File: config.mk
export PLATFORM = sky130hd
export DESIGN_NAME = fetch_unit_flat
export DESIGN_NICKNAME = d
export VERILOG_FILES = /design/src/rtl/fetch_unit_if.sv /design/src/rtl/fetch_unit.sv /design/src/flat_wrapper.sv
export SDC_FILE = /design/constraint.sdc
export NUM_CORES = 1
export LEC_CHECK = 0
export BUFFER_PORTS_ARGS = -buffer_cell sky130_fd_sc_hd__buf_2
export CAP_MARGIN = 20
export CORE_MARGIN = 5
export CORE_UTILIZATION = 49
export DETAILED_ROUTE_END_ITERATION = 8
export PLACE_DENSITY_LB_ADDON = 0.15
export SYNTH_ARGS = -nofsm -noshare
export SYNTH_HDL_FRONTEND = slang
export SYNTH_SLANG_ARGS = --single-unit
File: constraint.sdc
create_clock -name CLK -period 2.04 [get_ports CLK]
set_input_delay 0.204 -clock CLK [delete_from_list [all_inputs] [get_ports CLK]]
set_output_delay 0.204 -clock CLK [all_outputs]
set_load 0.01 [all_outputs]
File: src/rtl/fetch_unit_if.sv
// rtl/fetch_unit_if.sv - icache, hazard-unit and IF/ID signals of the fetch stage
// master is the fetch unit; slave is the surrounding pipeline / icache.
interface fetch_unit_if;
    logic        ihit;
    logic [31:0] imemload;
    logic        imemREN;
    logic [31:0] imemaddr;
    logic        stall;
    logic        redirect;
    logic [31:0] redirect_pc;
    logic [31:0] instr;
    logic [31:0] pc_next;
    logic        ifid_en;
    logic        ifid_nop;
    logic        halted;

    modport master (
        input  ihit, imemload, stall, redirect, redirect_pc,
        output imemREN, imemaddr, instr, pc_next, ifid_en, ifid_nop, halted
    );

    modport slave (
        output ihit, imemload, stall, redirect, redirect_pc,
        input  imemREN, imemaddr, instr, pc_next, ifid_en, ifid_nop, halted
    );
endinterface

File: src/rtl/fetch_unit.sv
// rtl/fetch_unit.sv - MIPS instruction fetch stage with stall hold buffer and redirect squash
// Outputs are combinational from state and inputs so a hit reaches IF/ID in the same cycle.
module fetch_unit #(
    parameter logic [31:0] PC_RESET = 32'h0000_0000,
    parameter logic [5:0]  HALT_OP  = 6'b111111
) (
    input  logic        CLK,
    input  logic        nRST,
    fetch_unit_if.master bus
);

    typedef enum logic [1:0] {
        FETCH  = 2'd0,
        HOLD   = 2'd1,
        SQUASH = 2'd2,
        HALTED = 2'd3
    } state_t;

    state_t      state_q, state_d;
    logic [31:0] pc_q, pc_d;
    logic [31:0] tgt_q, tgt_d;
    logic [31:0] buf_instr_q, buf_instr_d;
    logic [31:0] buf_pcn_q, buf_pcn_d;

    logic [31:0] pc_plus4;
    logic [31:0] rpc;

    assign pc_plus4 = pc_q + 32'd4;
    assign rpc      = bus.redirect_pc & 32'hFFFF_FFFC;

    always_ff @(posedge CLK or negedge nRST) begin
        if (!nRST) begin
            state_q     <= FETCH;
            pc_q        <= PC_RESET;
            tgt_q       <= 32'd0;
            buf_instr_q <= 32'd0;
            buf_pcn_q   <= 32'd0;
        end else begin
            state_q     <= state_d;
            pc_q        <= pc_d;
            tgt_q       <= tgt_d;
            buf_instr_q <= buf_instr_d;
            buf_pcn_q   <= buf_pcn_d;
        end
    end

    always_comb begin
        state_d      = state_q;
        pc_d         = pc_q;
        tgt_d        = tgt_q;
        buf_instr_d  = buf_instr_q;
        buf_pcn_d    = buf_pcn_q;
        bus.imemREN  = 1'b0;
        bus.imemaddr = pc_q;
        bus.instr    = 32'd0;
        bus.pc_next  = 32'd0;
        bus.ifid_en  = 1'b0;
        bus.ifid_nop = bus.redirect | ~bus.stall;
        bus.halted   = 1'b0;

        case (state_q)
            FETCH: begin
                bus.imemREN = 1'b1;
                if (bus.redirect) begin
                    // A miss must finish at the old address before the target is fetched.
                    if (bus.ihit) begin
                        pc_d = rpc;
                    end else begin
                        tgt_d   = rpc;
                        state_d = SQUASH;
                    end
                end else if (bus.ihit) begin
                    pc_d = pc_plus4;
                    if (!bus.stall) begin
                        bus.ifid_en  = 1'b1;
                        bus.ifid_nop = 1'b0;
                        bus.instr    = bus.imemload;
                        bus.pc_next  = pc_plus4;
                        state_d      = (bus.imemload[31:26] == HALT_OP) ? HALTED : FETCH;
                    end else begin
                        buf_instr_d = bus.imemload;
                        buf_pcn_d   = pc_plus4;
                        state_d     = HOLD;
                    end
                end
            end
            HOLD: begin
                bus.instr   = buf_instr_q;
                bus.pc_next = buf_pcn_q;
                if (bus.redirect) begin
                    pc_d    = rpc;
                    state_d = FETCH;
                end else if (!bus.stall) begin
                    bus.ifid_en  = 1'b1;
                    bus.ifid_nop = 1'b0;
                    state_d      = (buf_instr_q[31:26] == HALT_OP) ? HALTED : FETCH;
                end
            end
            SQUASH: begin
                bus.imemREN = 1'b1;
                if (bus.ihit) begin
                    pc_d    = bus.redirect ? rpc : tgt_q;
                    state_d = FETCH;
                end else if (bus.redirect) begin
                    tgt_d = rpc;
                end
            end
            HALTED: begin
                bus.halted = 1'b1;
                if (bus.redirect) begin
                    pc_d    = rpc;
                    state_d = FETCH;
                end
            end
            default: begin
                state_d = FETCH;
            end
        endcase

        // Reset is asynchronous, so the outputs are forced quiet without waiting for an edge.
        if (!nRST) begin
            bus.imemREN  = 1'b0;
            bus.imemaddr = 32'd0;
            bus.instr    = 32'd0;
            bus.pc_next  = 32'd0;
            bus.ifid_en  = 1'b0;
            bus.ifid_nop = 1'b0;
            bus.halted   = 1'b0;
        end
    end

endmodule

File: src/flat_wrapper.sv
// flat-port wrapper written by rule: the top's interface ports become plain ports
module fetch_unit_flat 
#(
    parameter logic [31:0] PC_RESET = 32'h0000_0000,
    parameter logic [5:0]  HALT_OP  = 6'b111111
)
  (CLK, nRST, bus_ihit, bus_imemload, bus_stall, bus_redirect, bus_redirect_pc, bus_imemREN, bus_imemaddr, bus_instr, bus_pc_next, bus_ifid_en, bus_ifid_nop, bus_halted);
  fetch_unit_if bus_i ();
  input  logic CLK;
  input  logic nRST;
  input wire logic [$bits(bus_i.ihit)-1:0] bus_ihit;
  input wire logic [$bits(bus_i.imemload)-1:0] bus_imemload;
  input wire logic [$bits(bus_i.stall)-1:0] bus_stall;
  input wire logic [$bits(bus_i.redirect)-1:0] bus_redirect;
  input wire logic [$bits(bus_i.redirect_pc)-1:0] bus_redirect_pc;
  output wire logic [$bits(bus_i.imemREN)-1:0] bus_imemREN;
  output wire logic [$bits(bus_i.imemaddr)-1:0] bus_imemaddr;
  output wire logic [$bits(bus_i.instr)-1:0] bus_instr;
  output wire logic [$bits(bus_i.pc_next)-1:0] bus_pc_next;
  output wire logic [$bits(bus_i.ifid_en)-1:0] bus_ifid_en;
  output wire logic [$bits(bus_i.ifid_nop)-1:0] bus_ifid_nop;
  output wire logic [$bits(bus_i.halted)-1:0] bus_halted;
  assign bus_i.ihit = bus_ihit;
  assign bus_i.imemload = bus_imemload;
  assign bus_i.stall = bus_stall;
  assign bus_i.redirect = bus_redirect;
  assign bus_i.redirect_pc = bus_redirect_pc;
  assign bus_imemREN = bus_i.imemREN;
  assign bus_imemaddr = bus_i.imemaddr;
  assign bus_instr = bus_i.instr;
  assign bus_pc_next = bus_i.pc_next;
  assign bus_ifid_en = bus_i.ifid_en;
  assign bus_ifid_nop = bus_i.ifid_nop;
  assign bus_halted = bus_i.halted;
  fetch_unit #(.PC_RESET(PC_RESET), .HALT_OP(HALT_OP)) u_core (.CLK(CLK), .nRST(nRST), .bus(bus_i));
endmodule
==> results of run 1 <==
==> through the flow <==
stage	util [%]	hold slack [ns]	std cells	TNS [ns]	setup slack [ns]
final	76.7	0.0242	1272	-10.94	-0.438
after global placement	60.2	0.296	1156	-0.00544	-0.00544
after detailed placement	60.2	0.292	1156	-0.0457	-0.0240
after CTS	71.4	0.0101	1236	-9.41	-0.382
after global routing	76.7	0.0225	1272	-15.87	-0.527
after floorplan	-	-0.0916	800	-0.00245	-0.00245
==> layout by cell type, fill, tap and decap left out, drive strengths merged, types with 5 or more instances in the layout <==
| cell | Yosys | layout |
|---|---|---|
| xor2 | 15 | 15 |
| mux2 | 67 | 67 |
| clkbuf | 35 | 23 |
| buf | 24 | 309 |
| nor4 | 5 | 5 |
| a41o | 5 | 5 |
| nand2 | 107 | 107 |
| a2bb2oi | 12 | 12 |
| nand3 | 14 | 14 |
| nor2 | 72 | 72 |
| nor3 | 10 | 10 |
| dfrtp | 130 | 130 |
| o21a | 12 | 12 |
| o21ai | 85 | 85 |
| and2 | 33 | 33 |
| and3 | 8 | 8 |
| o22a | 8 | 8 |
| a22oi | 39 | 39 |
| a21oi | 48 | 48 |
| xnor2 | 13 | 13 |
| nand4 | 12 | 12 |
| inv | 10 | 13 |
| nor2b | 8 | 8 |
==> power breakdown <==
part | total (µW) | leakage, µW | internal (µW) | switching, µW
registers | 4640 | 0.00155 | 3720 | 920
logic | 6880 | 0.00326 | 3330 | 3550
clock network | 3310 | 0.000298 | 2070 | 1250
==> cells by family after synthesis <==
logic type      after synthesis
compound gates              223
xor+xnor                     28
fa+ha+maj                     1
buf+inv                      69
flops                       130
mux                          68
simple gates                281
==> critical path, delay by kind of cell, from the launching register on <==
| kind | cells | cell delay, ns |
|---|---|---|
| and+or+nand+nor | 3 | 0.68 |
| buffers and inverters | 3 | 0.49 |
| xor gates and xnor gates | 1 | 0.16 |
| DFF | 1 | 0.36 |
| AOI/OAI and AO/OA | 1 | 0.14 |
==> how the worst max path moves through the flow <==
| stage | start | endpoint | cells past startpoint |
|---|---|---|---|
| after floorplan | u_core.pc_q[2]$_DFFE_PN0P_ | bus_pc_next[30] | 6 |
| after global placement | u_core.pc_q[2]$_DFFE_PN0P_ | bus_pc_next[22] | 7 |
| after detailed placement | u_core.pc_q[2]$_DFFE_PN0P_ | bus_pc_next[22] | 7 |
| after CTS | u_core.pc_q[2]$_DFFE_PN0P_ | bus_pc_next[22] | 7 |
| after global routing | u_core.pc_q[2]$_DFFE_PN0P_ | bus_pc_next[16] | 9 |
| final | u_core.pc_q[19]$_DFFE_PN0P_ | bus_pc_next[30] | 8 |
==> per-layer routing <==
| metal | global-route usage, % | vias to the layer above | routed length (µm) |
|---|---|---|---|
| li1 | - | 3380 | - |
| met1 | 36.7 | 3651 | 11000 |
| met2 | 39.3 | 300 | 12500 |
| met3 | 4.56 | 45 | 1580 |
| met4 | 6.81 | 0 | 557 |
| met5 | 0 | - | 0 |
==> synthesized netlist by cell type, types with 2 or more instances <==
cell type  count
xnor2_1       13
o21ai_0       55
a31o_2         4
a2bb2oi_1     12
inv_1         10
a22oi_1       39
nand3_1       12
nand3_2        2
a41o_1         5
nor2_1        71
and3_1         8
o21ai_1       29
nor3_1         6
nor4_2         3
and4_1         2
a21o_1         2
mux2_2        67
and2_1        32
nor3_4         3
buf_1          3
a21oi_1       48
nand2b_1       4
xor2_1        15
clkbuf_1      34
o21bai_1       3
nand2_1      107
nand4_1       11
nor2b_1        8
dfrtp_1      130
o22a_1         8
o21a_1        12
buf_2         21
==> repair_timing <==
item | CTS | global route
hold endpoints to repair | 109 | 0
setup buffers | 38 | 38
gates cloned | 9 | 6
hold buffers | 1 | 0
pin swaps | 33 | 77
gates resized for setup | 98 | 100
endpoints found under the setup margin | 64 | 82
==> area by class of cell <==
cell class / instances / area, µm²
sequential: 130 / 3260
tap: 184 / 230
multi-input combinational: 601 / 4600
clock buffer: 18 / 429
fill: 926 / 3410
inverter: 10 / 43.8
timing repair buffer: 315 / 2470
clock inverter: 14 / 204
==> flip-flops by register name, indices dropped and copies added, names as in the netlist <==
| signal | flops |
|---|---|
| u_core.buf_instr_q | 32 |
| u_core.buf_pcn_q | 32 |
| u_core.pc_q | 32 |
| u_core.tgt_q | 32 |
| u_core.state_q | 2 |
==> results_dict.tcl, run 1 <==
set metrics [dict create \
    status "finished with violations" \
    failed_checks "negative setup slack" \
    design.core.area_um2 14600 \
    yosys_warnings 0 \
    drive_above_1_share_pct 50.4 \
    gp_congestion 0.854 \
    cp_max_fo 5 \
    antenna_cells 0 \
    holdPathStages 2 \
    synth_cell_types 53 \
    ys_ff_latch 130 \
    wl_per_cell_um 20.2 \
    seq_area_frac_synth_pct 44.2 \
    cts_inserted_buffers 17 \
    ys.flop_type "dfrtp_1" \
    synthMuxAreaShare_pct 10.4 \
    maxCapViolCount 0 \
    yosys.area_share.simple_pct 19.1 \
    max_slew_margin_pct 67.0 \
    synth_edf_count 0 \
    vias 7376 \
    r2r_start "u_core.state_q[0]$_DFFE_PN0P_" \
    syn_area_um2 7360 \
    fmax_ghz 0.404 \
    synth-compound-area-share_pct 18.9 \
    insertion_delay_ns 0.42 \
    slew_viol_final 0 \
    synth_adder_area_share_pct 0.170 \
    cp.arrival_ns 2.27 \
    avgViaCountPerCell 5.80 \
    worst_pin_slew_ns 0.489 \
    port_buffers 166 \
    crit_path_end_kind "output pin" \
    cts_buffer_depth 2 \
    firstDrtPassIters 5 \
    synthXorXnorAreaFrac_pct 3.33 \
    crit_path_cell_trace "buf_4 > nand4_1 > nor4_4 > buf_4 > nand2_4 > xor2_4 > o21ai_1 > buf_2" \
    whs_endpoint "u_core.tgt_q[8]$_DFFE_PN0P_" \
    num_io_pins 169 \
    antenna_found_initial 0 \
    finalPower_uw 14800 \
    nNetsFinal 1145 \
    drc_errors 0 \
    ant_nets 0 \
    regToRegSetupSlack_ns -0.10 \
    grt_pass1_wl_um 36000 \
    place_area_um2 8810 \
    ir_worst_vdd_uv 871 \
    netlist.area_leader.share_pct 44.2 \
    async_reset_ff_share_pct 100 \
    synth_top_cell_by_area "dfrtp_1" \
    path_class "register to output pin" \
    cp_common_cell "buf_4" \
    ys_top_cells_by_area "dfrtp_1, mux2_2, nand2_1" \
    initial_core_util_pct 50.3 \
    powerDensity_nw_per_um2 1320 \
    syn2layout_area_growth_pct 52.7 \
    dpl.hpwl_um 14400 \
    rsz0062_at_grt "true" \
    r2r_end "u_core.pc_q[17]$_DFFE_PN0P_" \
    worst_slack_ns -0.438 \
    drtIter0Drc 703 \
    cpPeakStageDelay_ns 0.42 \
    first_global_vias 6733 \
    syn_inst 800 \
    hold_viol 0 \
    post-route-period-util_pct 121 \
    hp-start "bus_redirect_pc[8]" \
    ff2ff_path_depth 8 \
    cts_tree "yes" \
    grt_max_degree 106 \
    htreeDepth 4 \
    cp_data_required_time_ns 1.84 \
    die_area_um2 17600 \
    holdCritPathClass "input pin to register" \
    core.rowCount 44 \
    clock_skew_ns 0.00726 \
    fp.dieW_um 133 \
    die_h_um 133 \
    slowest_stage "nor4_4" \
    synth_top_family_by_area "simple AND/OR/NAND/NOR gates" \
    syn_nets 870 \
    finalSetupViolCount 66 \
    drt_wl_total_um 25700 \
    syn-mean-instance-area_um2 9.20 \
    grtUsageTotal_pct 25.3 \
    grt_overflow 0 \
    clkTransAtPathRegs_ns 0.06 \
    post-route-min-period_ns 2.48 \
    cts_root_buffer "clkbuf_16" \
    finalInstanceArea_um2 11200 \
    p_leak_uw 0.00511 \
    critPathLaunchType "register" \
    cts_sinks 130 \
]
(Power assumes the default switching activity.)
==> inputs of run 2 (changes only) <==
Settings changed: SKIP_CTS_REPAIR_TIMING from default to 1.
==> run 2 against run 1 <==
  * The run still ends with negative setup slack left
  * Utilization is 2.3 points lower
  * Via count is 3.5% lower
  * Clock power hardly changed
  * First-iteration DRC count is 1.3% lower
  * Clock skew hardly changed
  * Critical path type unchanged
  * Critical endpoint is now bus_pc_next[19]
  * Largest power group unchanged
==> results_dict.tcl, run 2 (synthesis gave the netlist of run 1 again) <==
set metrics [dict create \
    status "finished with violations" \
    failed_checks "negative setup slack" \
    grt_pass1_wl_um 32200 \
    drive_above_1_share_pct 48.2 \
    drc_errors 0 \
    vias 7117 \
    cpPeakStageDelay_ns 0.41 \
    use_met3_pct 4.71 \
    path_class "register to output pin" \
    busiest_layer "met1" \
    firstDrtPassIters 5 \
    first_global_vias 6061 \
    antenna_found_initial 0 \
    cts_sinks 130 \
    finalPower_uw 14400 \
    regToRegSetupSlack_ns 0.05 \
    ff2ff_path_depth 11 \
    r2r_start "u_core.state_q[0]$_DFFE_PN0P_" \
    clock_skew_ns 0.00771 \
    grtUsageMet1_pct 34.2 \
    powerDensity_nw_per_um2 1320 \
    clkTransAtPathRegs_ns 0.06 \
    slowest_stage "nor4_4" \
    layout.cells.most_common "buf_2" \
    drt_wl_total_um 24000 \
    max_slew_margin_pct 62.1 \
    grt.met2_usage_pct 32.5 \
    setup-tns-final_ns -12.51 \
    finalSetupViolCount 65 \
    port_buffers 166 \
    cts_inserted_buffers 17 \
    worst_pin_slew_ns 0.562 \
    cp_data_required_time_ns 1.84 \
    grt_overflow 0 \
    whs_endpoint "u_core.buf_instr_q[21]$_DFFE_PN0P_" \
    post-route-period-util_pct 120 \
    finalInstanceArea_um2 10900 \
    wl_per_cell_um 19.3 \
    ir_worst_vdd_uv 862 \
    die_h_um 133 \
    gp_congestion 0.854 \
    cts_tree "yes" \
    fmax_ghz 0.409 \
    slew_viol_final 0 \
    grt_max_degree 106 \
    hold_viol 0 \
    maxCapViolCount 0 \
    cp_max_fo 4 \
    dpl.hpwl_um 14400 \
    hp-start "bus_imemload[21]" \
    core.rowCount 44 \
    design.core.area_um2 14600 \
    r2r_end "u_core.state_q[1]$_DFFE_PN0P_" \
    critPathLaunchType "register" \
    cts_root_buffer "clkbuf_16" \
    holdPathStages 2 \
    cts_buffer_depth 2 \
    rsz0062_at_grt "true" \
    die_area_um2 17600 \
    htreeDepth 4 \
    nNetsFinal 1119 \
    num_io_pins 169 \
    p_leak_uw 0.00495 \
    post-route-min-period_ns 2.44 \
    ant_nets 0 \
    initial_core_util_pct 50.3 \
    fp.dieW_um 133 \
    crit_family "simple AND/OR/NAND/NOR gates" \
    worst_slack_ns -0.402 \
    cp.arrival_ns 2.24 \
    place_area_um2 8810 \
    crit_path_cell_trace "nand4_4 > nor4_4 > buf_4 > nand4_1 > xor2_2 > o21ai_2 > buf_2" \
    insertion_delay_ns 0.42 \
    antenna_cells 0 \
    layout_common_cells "buf_2, dfrtp_1, nand2_1, buf_4, mux2_2" \
    grtUsageTotal_pct 22.4 \
    avgViaCountPerCell 5.71 \
    syn2layout_area_growth_pct 48.1 \
    holdCritPathClass "input pin to register" \
    drtIter0Drc 694 \
    crit_path_end_kind "output pin" \
    path_buf_inv 2 \
]
[run 2: cell types whose count changed in the layout (fill, tap and decap cells not counted), moves of 3 or more]
cell / previous run / this run
buf_8: 4 / 7
clkbuf_16: 22 / 27
a22oi_1: 1 / 9
buf_12: 18 / 14
a22oi_2: 38 / 30
buf_6: 23 / 15
buf_4: 97 / 78
buf_16: 4 / 1
[run 2: final cells by class]
cell class	count	area (µm²)
clock inverters	14	204
fillers	985	3750
inverters	10	41.3
multi-input cells	601	4490
well taps	184	230
clock buffers	18	429
repair buffers	289	2240
flip-flops and latches	130	3260
[run 2: routing by layer]
| metal | vias to the layer above | wire length, µm |
|---|---|---|
| li1 | 3328 | - |
| met1 | 3476 | 10700 |
| met2 | 272 | 11200 |
| met3 | 41 | 1570 |
| met4 | 0 | 505 |
| met5 | - | 0 |
[run 2: how the worst max path moves through the flow]
| stage | start | end | cells past startpoint |
|---|---|---|---|
| after floorplan | u_core.pc_q[2]$_DFFE_PN0P_ | bus_pc_next[30] | 6 |
| after global placement | u_core.pc_q[2]$_DFFE_PN0P_ | bus_pc_next[22] | 7 |
| after detailed placement | u_core.pc_q[2]$_DFFE_PN0P_ | bus_pc_next[22] | 7 |
| after CTS | u_core.pc_q[2]$_DFFE_PN0P_ | bus_pc_next[22] | 7 |
| after global routing | u_core.pc_q[2]$_DFFE_PN0P_ | bus_pc_next[24] | 7 |
| final | u_core.pc_q[8]$_DFFE_PN0P_ | bus_pc_next[19] | 7 |
[run 2: power breakdown]
group / total [µW] / leakage [µW] / internal [µW] / switching [µW]
clock network: 3300 / 0.000298 / 2070 / 1240
registers: 4630 / 0.00155 / 3720 / 913
logic: 6420 / 0.00310 / 3110 / 3310
[run 2: through the flow]
stage	setup slack, ns	std cells	hold slack [ns]	util (%)
after global routing	-0.538	1246	0.0201	74.4
after detailed placement	-0.0240	1156	0.292	60.2
final	-0.402	1246	0.0232	74.4
after floorplan	-0.00245	800	-0.0916	-
after CTS	-0.490	1188	-0.159	64.5
after global placement	-0.00544	1156	0.296	60.2
[run 2: worst reg2reg max path, delay by kind of cell, from the launching register on]
kind            cells  cell delay [ns]
simple gates        3             0.44
buf+inv             7             0.87
compound gates      1             0.16
flops               1             0.45
==> inputs of run 3 (changes only) <==
Settings changed: REMOVE_ABC_BUFFERS from default to 1.
==> run 3 against run 2 <==
  * The flow still finishes with violations (negative setup slack)
  * Sequential power shrank 2%
  * Register-to-register slack improved by 0.03 ns
  * Total power down 6.2%
  * Utilization down 4.1 points
  * Largest cell class unchanged
  * Highest routed layer unchanged
==> results_dict.tcl, run 3 (synthesis gave the netlist of run 1 again) <==
set metrics [dict create \
    cts_root_buffer "clkbuf_16" \
    post-route-min-period_ns 2.37 \
    rsz0062_at_grt "true" \
    fin_cells 1223 \
    grt_pass1_wl_um 33200 \
    nNetsFinal 1099 \
    worst_slack_ns -0.332 \
    worstSetupStartpoint "u_core.pc_q[2]$_DFFE_PN0P_" \
    dpl_worst_slack_ns 0.0204 \
    layout.cells.most_common "buf_2" \
    critPathLaunchType "register" \
    whs_ns 0.0374 \
    setup-tns-final_ns -8.47 \
    holdCritPathClass "input pin to register" \
    num_io_pins 169 \
    dp_cells 1156 \
    finalPower_uw 13500 \
    layout_common_cells "buf_2, dfrtp_1, nand2_1, buf_4" \
    firstDrtPassIters 6 \
    antenna_cells 0 \
    post-route-period-util_pct 116 \
    initial_core_util_pct 50.3 \
    drc_errors 0 \
    grt_max_degree 81 \
    clkTransAtPathRegs_ns 0.05 \
    core.rowCount 44 \
    avgViaCountPerCell 5.73 \
    maxCapViolCount 0 \
    worst_pin_slew_ns 0.472 \
    status "finished with violations" \
    slew_viol_final 0 \
    failed_checks "negative setup slack" \
    port_buffers 166 \
    fmax_ghz 0.422 \
    crit_path_end_kind "output pin" \
    cp_max_fo 4 \
    insertion_delay_ns 0.41 \
    fp.dieW_um 133 \
    max_slew_margin_pct 68.4 \
    grtUsageTotal_pct 23.0 \
    die_h_um 133 \
    clock_skew_ns 0.00854 \
    syn2layout_area_growth_pct 40.0 \
    hp-start "bus_redirect_pc[10]" \
    cts_buffer_depth 2 \
    powerDensity_nw_per_um2 1310 \
    p_leak_uw 0.00467 \
    drive_above_1_share_pct 44.2 \
    antenna_found_initial 0 \
    htreeDepth 4 \
    wl_per_cell_um 18.2 \
    cp_data_required_time_ns 1.84 \
    vias 7008 \
    path_class "register to output pin" \
    grt_overflow 0 \
    cts_tree "yes" \
    gp_congestion 0.817 \
    drtIter0Drc 528 \
    hold_viol 0 \
    cts_inserted_buffers 17 \
    ant_nets 0 \
    cts_sinks 130 \
    cp.arrival_ns 2.17 \
    drt_wl_total_um 22300 \
    first_global_vias 6479 \
    r2r_start "u_core.pc_q[2]$_DFFE_PN0P_" \
    finalSetupViolCount 64 \
    ir_worst_vdd_uv 604 \
    design.core.area_um2 14600 \
    die_area_um2 17600 \
    dpl.hpwl_um 13500 \
]
[run 3: cell types whose count changed in the layout (fill, tap and decap cells not counted), sizes merged]
cell | before | now
inv | 13 | 9
clkinv | 3 | 2
bufinv | 4 | 2
clkinvlp | 4 | 1
clkbuf | 28 | 31
buf | 278 | 262
[run 3: path summary, 6_finish.rpt]
path	end	slack, ns	cells after the start
hold reg to reg	u_core.buf_pcn_q[9]$_DFFE_PN0P_	0.48	2
setup reg to reg	u_core.pc_q[24]$_DFFE_PN0P_	0.08	8
hold / removal	u_core.tgt_q[10]$_DFFE_PN0P_	0.04	2
setup / recovery	bus_pc_next[24]	-0.33	7
min in group asynchronous	u_core.buf_instr_q[1]$_DFFE_PN0P_	0.49	3
max in group asynchronous	u_core.buf_pcn_q[14]$_DFFE_PN0P_	0.90	4
[run 3: per-layer routing]
| metal | track usage [%] | vias to the layer above | wire length (µm) |
|---|---|---|---|
| met5 | 0 | - | 0 |
| li1 | - | 3293 | - |
| met3 | 4.63 | 47 | 1410 |
| met4 | 7.62 | 0 | 455 |
| met1 | 31.8 | 3387 | 9790 |
| met2 | 36.4 | 281 | 10700 |
[run 3: layout make-up]
| type | instances | area [µm²] |
|---|---|---|
| multi-input combinational | 601 | 4240 |
| timing repair buffer | 269 | 1950 |
| clock buffer | 25 | 505 |
| inverter | 10 | 41.3 |
| sequential | 130 | 3260 |
| tap | 184 | 230 |
| fill | 1153 | 4340 |
| clock inverter | 4 | 73.8 |
[run 3: metrics by stage]
step                      util [%]  area (µm²)
after global placement        60.2        8810
after floorplan                  -        7110
after detailed placement      60.2        8810
final                         70.3       10300
after global routing          70.3       10300
after CTS                     64.1        9390
[run 3: report_power, final]
| group | leakage [µW] | total [µW] | switching (µW) | internal [µW] |
|---|---|---|---|---|
| clock network | 0.000285 | 3010 | 1070 | 1940 |
| logic | 0.00283 | 5910 | 3030 | 2880 |
| registers | 0.00155 | 4550 | 830 | 3720 |
[run 3: worst max-delay path, cell delays in order (launching register included)]
cell and delay, ns:
dfrtp_1 0.35, ha_2 0.21, nand4_1 0.11, or3_4 0.47
nor3_4 0.25, xnor2_1 0.16, o21ai_1 0.07, buf_2 0.14
